## config.mk

```make
export PLATFORM = sky130hd
export DESIGN_NAME = alarm_sequencer
export DESIGN_NICKNAME = d
export VERILOG_FILES = /design/src/rtl/alarm_sequencer.sv
export SDC_FILE = /design/constraint.sdc
export NUM_CORES = 1
export LEC_CHECK = 0
export ABC_AREA = 1
export CAP_MARGIN = 20
export CELL_PAD_IN_SITES_DETAIL_PLACEMENT = 1
export CELL_PAD_IN_SITES_GLOBAL_PLACEMENT = 1
export CORE_ASPECT_RATIO = 1.5
export CORE_MARGIN = 1.5
export CORE_UTILIZATION = 38
export CTS_BUF_LIST = sky130_fd_sc_hd__clkbuf_8
export CTS_CLUSTER_SIZE = 40
export DETAILED_ROUTE_END_ITERATION = 6
export PLACE_DENSITY = 0.91
export SETUP_SLACK_MARGIN = 0.02
export SYNTH_ARGS = -nofsm -noshare
export SYNTH_HDL_FRONTEND = slang
export SYNTH_SLANG_ARGS = --single-unit
```

## constraint.sdc

```tcl
create_clock -name clk1mhz -period 2.7 [get_ports clk1mhz]
set_input_delay 0.54 -clock clk1mhz [delete_from_list [all_inputs] [get_ports clk1mhz]]
set_output_delay 0.54 -clock clk1mhz [all_outputs]
set_load 0.05 [all_outputs]
```

## src/rtl/alarm_sequencer.sv

```systemverilog
// Alarm sequencer: compares BCD time with the alarm time and sequences
// ringing, snooze, auto-stop and hold, driving the piezo melody enable.
module alarm_sequencer #(
    parameter int TICK_DIV   = 1000000,
    parameter int RING_SEC   = 60,
    parameter int SNOOZE_SEC = 300,
    parameter int MAX_SNOOZE = 3
) (
    input  logic       clk1mhz,
    input  logic       reset,
    input  logic       alm_en,
    input  logic [7:0] cur_hour,
    input  logic [7:0] cur_min,
    input  logic [7:0] cur_sec,
    input  logic [7:0] alm_hour,
    input  logic [7:0] alm_min,
    input  logic       stop_btn,
    input  logic       snooze_btn,
    output logic       piezo,
    output logic       ringing,
    output logic       snoozing,
    output logic [3:0] snooze_cnt,
    output logic [9:0] remain_sec
);

    localparam int PW = (TICK_DIV > 1) ? $clog2(TICK_DIV) : 1;

    typedef enum logic [1:0] {IDLE, RINGING, SNOOZE, HOLD} state_t;

    state_t          state, state_n;
    logic [9:0]      remain_n;
    logic [3:0]      cnt_n;
    logic [PW-1:0]   presc, presc_n;
    logic [2:0]      stop_sync, snooze_sync;
    logic            stop_p, snooze_p, tick, match;

    // Two synchronizer stages plus one history stage for the edge detector.
    always_ff @(posedge clk1mhz or posedge reset) begin
        if (reset) begin
            stop_sync   <= '0;
            snooze_sync <= '0;
        end else begin
            stop_sync   <= {stop_sync[1:0], stop_btn};
            snooze_sync <= {snooze_sync[1:0], snooze_btn};
        end
    end

    assign stop_p   = stop_sync[1] & ~stop_sync[2];
    assign snooze_p = snooze_sync[1] & ~snooze_sync[2];

    assign match = alm_en & (cur_hour == alm_hour) & (cur_min == alm_min)
                 & (cur_sec == 8'h00);

    assign tick = (presc == PW'(TICK_DIV - 1));

    always_comb begin
        state_n  = state;
        remain_n = remain_sec;
        cnt_n    = snooze_cnt;
        if (!alm_en) begin
            state_n  = IDLE;
            remain_n = '0;
            cnt_n    = '0;
        end else begin
            case (state)
                IDLE: begin
                    if (match) begin
                        state_n  = RINGING;
                        remain_n = 10'(RING_SEC);
                        cnt_n    = '0;
                    end
                end
                RINGING: begin
                    if (stop_p || (snooze_p && snooze_cnt >= 4'(MAX_SNOOZE))) begin
                        state_n  = HOLD;
                        remain_n = '0;
                    end else if (snooze_p) begin
                        state_n  = SNOOZE;
                        cnt_n    = snooze_cnt + 4'd1;
                        remain_n = 10'(SNOOZE_SEC);
                    end else if (tick) begin
                        if (remain_sec == 10'd1) begin
                            state_n  = HOLD;
                            remain_n = '0;
                        end else begin
                            remain_n = remain_sec - 10'd1;
                        end
                    end
                end
                SNOOZE: begin
                    if (stop_p) begin
                        state_n  = HOLD;
                        remain_n = '0;
                    end else if (tick) begin
                        if (remain_sec == 10'd1) begin
                            state_n  = RINGING;
                            remain_n = 10'(RING_SEC);
                        end else begin
                            remain_n = remain_sec - 10'd1;
                        end
                    end
                end
                default: begin
                    remain_n = '0;
                    if (!match) state_n = IDLE;
                end
            endcase
        end
    end

    // Any state change restarts the second timer, so entry always sees a full TICK_DIV.
    always_comb begin
        presc_n = '0;
        if ((state_n == RINGING || state_n == SNOOZE) && state_n == state && !tick)
            presc_n = presc + PW'(1);
    end

    always_ff @(posedge clk1mhz or posedge reset) begin
        if (reset) begin
            state      <= IDLE;
            presc      <= '0;
            piezo      <= 1'b0;
            ringing    <= 1'b0;
            snoozing   <= 1'b0;
            snooze_cnt <= '0;
            remain_sec <= '0;
        end else begin
            state      <= state_n;
            presc      <= presc_n;
            piezo      <= (state_n == RINGING);
            ringing    <= (state_n == RINGING);
            snoozing   <= (state_n == SNOOZE);
            snooze_cnt <= cnt_n;
            remain_sec <= remain_n;
        end
    end

endmodule

```

==> results.yml <==
outcome:
  status: "finished clean"
global_routing:
  grt_pass1_vias: 3319
  antenna_found_initial: 0
  grt_max_degree: 45
  grt_use_total: 0.217
  globalRouteOverflowTotal: 0
  grt_pass1_wl_um: 14400
sta:
  fin_skew_ps: 11.2
  max_freq_mhz: 390
  final_max_slew_viol_count: 0
  rsz0062_at_grt: "false"
  finalSetupViolCount: 0
  tightestPinTransition_ps: 575
  hold_viol_final: 0
  slew_headroom: 0.617
  post-route-period-util: 0.949
  finalCriticalPeriod_ps: 2560
  fin_ws_ps: 137
route:
  routed_via_density: 5.21
  drt_first_pass_iters: 4
  wl_per_cell_um: 16.7
  finalWirelength_um: 9710
  ant_nets: 0
  first_iter_violations: 154
  vias: 3032
  drt-met1-wl_um: 3340
  drc: 0
  wl_met3_um: 333
  dr_wl_met2_um: 5680
  highest_layer: "met4"
synthesis:
  yosysUniqueCellTypes: 30
  synth_top_family_by_area: "simple AND/OR/NAND/NOR gates"
  syn-num-nets: 453
  synth_simple_gate_area_frac: 0.386
  syn_area_um2: 3020
  ys_seq_area_frac: 0.365
  synth.area.mux_share: 0
  yosys.area_share.adder: 0.0249
  ys_warn_count: 0
  synth_xor_area_frac: 0.0551
  synth_area_per_cell_um2: 7.51
  synth-seq-cells: 44
  synth_compound_area_frac: 0.0647
  synthTopCellsByArea: "dfrtp_1 (36%), nand2_1 (12%), inv_1 (7.3%), nor3_2 (6.6%), nor2_1 (5.8%)"
  synth_top_area_share: 0.365
  synth_largest_area_cell: "dfrtp_1"
  syn_inst: 402
worst_setup_path:
  cp-startpoint: "remain_sec[5]$_DFFE_PP0P_"
  cpPeakStageDelay_ps: 490
  worstPathArrival_ps: 2780
  crit_buf_inv: 2
  crit_path_start_kind: "register"
  path_delay_family: "simple AND/OR/NAND/NOR gates"
  cp_max_fo: 6
  worstPathRequired_ps: 2920
  critical_path.cell_chain: "nor2_2 -> nand3_2 -> nor2_4 -> nand3_1 -> a21oi_1 -> nand2_1 -> nand2_2 -> inv_2 -> ha_4 -> a31oi_2 -> nand3_4 -> clkbuf_16 -> nor3_4"
  slowest_stage: "dfrtp_1"
  worst-setup-path-type: "register to register"
  r2r_start: "remain_sec[5]$_DFFE_PP0P_"
  end_kind: "register"
clocking:
  cts_max_level: 2
  clock-root-buffer: "clkbuf_8"
  clock_path_buffers: 2
  cts_hold_buf: 0
  cts_sinks: 44
  cts_tree: "done"
  insertion_delay_ps: 300
  path_clk_slew_ps: 90
  numCtsBuffers: 5
placed_design:
  io_buffer_count: 61
  placed_area_um2: 3770
  place_worst_setup_slack_ps: -179
  routabilityCongestion: 0.886
  dp.cells: 567
  dp_hpwl_um: 7010
floorplan:
  die_y_um: 112
  core_area_um2: 7660
  initial_utilization: 0.394
  io_pins: 62
  dieArea_um2: 8500
  fp.dieW_um: 75.8
  core.rowCount: 39
layout:
  areaGrowthSynthToFinish_pct: 34.8
  antenna_cells: 0
  fin_cells: 582
  fin_nets: 530
  final_common_cell: "nand2_1"
  final_area_um2: 4070
  most-common-layout-cells: "nand2_1 (95), inv_1 (57), clkdlybuf4s50_1 (44), dfrtp_1 (44), nor2_1 (43)"
  drive_gt1_frac: 0.179
  final_util: 0.531
hold_path:
  hp-start: "stop_sync[0]$_DFF_PP0_"
  hp-class: "register to register"
pwr:
  p_total_mw: 1.37
  power_density_nw_per_um2: 336
  vdd_drop_max_mv: 0.241
  power.leakage_nw: 1.95
job:
  drv_cap: 0
[stage by stage]
step	hold slack [ps]	TNS [ps]
finish	360	0
floorplan	331	0
global route	375	0
global placement	334	-651
detailed placement	336	-3160
CTS	363	0
[cells in the mapped netlist]
master      n
nand2_1    96
inv_1      59
nor2_1     47
dfrtp_1    44
nand3_1    21
o21ai_0    21
nor3_2     20
xor2_1     14
nor3_1     10
nand4_1     8
a21oi_1     7
buf_6       6
ha_1        6
nand2_2     6
nor2_2      6
nor2_4      5
xnor2_1     5
nand3_2     4
inv_2       3
a31oi_1     2
nand2_4     2
o31ai_1     2
a2bb2oi_1   1
and3_1      1
buf_4       1
inv_4       1
nand3b_1    1
nor3_4      1
o22ai_1     1
o31ai_2     1
[where the power goes]
part,switching (mW),leakage [nW],internal [mW]
Sequential,0.0144,0.593,0.670
Combinational,0.135,1.31,0.109
Clock,0.233,0.0486,0.204
Total,0.383,1.95,0.983
[path summary, 6_finish.rpt]
| path | cells past startpoint | slack, ps | endpoint |
|---|---|---|---|
| worst max register to register | 13 | 140 | presc[10]$_DFF_PP0_ |
| worst max-delay path | 13 | 140 | presc[10]$_DFF_PP0_ |
| worst min-delay path | 0 | 360 | stop_sync[1]$_DFF_PP0_ |
| max in group asynchronous | 3 | 1620 | presc[11]$_DFF_PP0_ |
| worst min register to register | 0 | 360 | stop_sync[1]$_DFF_PP0_ |
| min in group asynchronous | 3 | 680 | stop_sync[0]$_DFF_PP0_ |
[per-layer routing]
layer / vias up / global-route usage
met2: 80 / 0.431
met1: 1500 / 0.209
met5: - / 0
met4: 0 / 0.0821
met3: 30 / 0.0287
li1: 1422 / -
[area by class of cell]
type / instances / area (um2)
flip-flops and latches: 44 / 1100
clock inverters: 2 / 11.3
clock buffers: 6 / 82.6
repair buffers: 77 / 833
well taps: 102 / 128
fillers: 957 / 3590
inverters: 63 / 239
multi-input cells: 288 / 1670
[sequential cells by signal (all words and copies together) (netlist names)]
name	flops
snooze_sync	3
ringing	1
snooze_cnt	4
remain_sec	10
presc	20
stop_sync	3
snoozing	1
state	2
[repair_timing]
action / in CTS / in global routing
setup buffers: 0 / 5
setup endpoints to repair: 0 / 20
resized for setup: 0 / 37
[cell families after synthesis]
group                    Yosys count
flip-flops                        44
AO/OA/AOI/OAI                     35
adder cells (fa/ha/maj)            6
buffers and inverters             70
XOR/XNOR                          19
AND/OR/NAND/NOR                  228
Note: power is estimated with default switching activity, not from simulation.
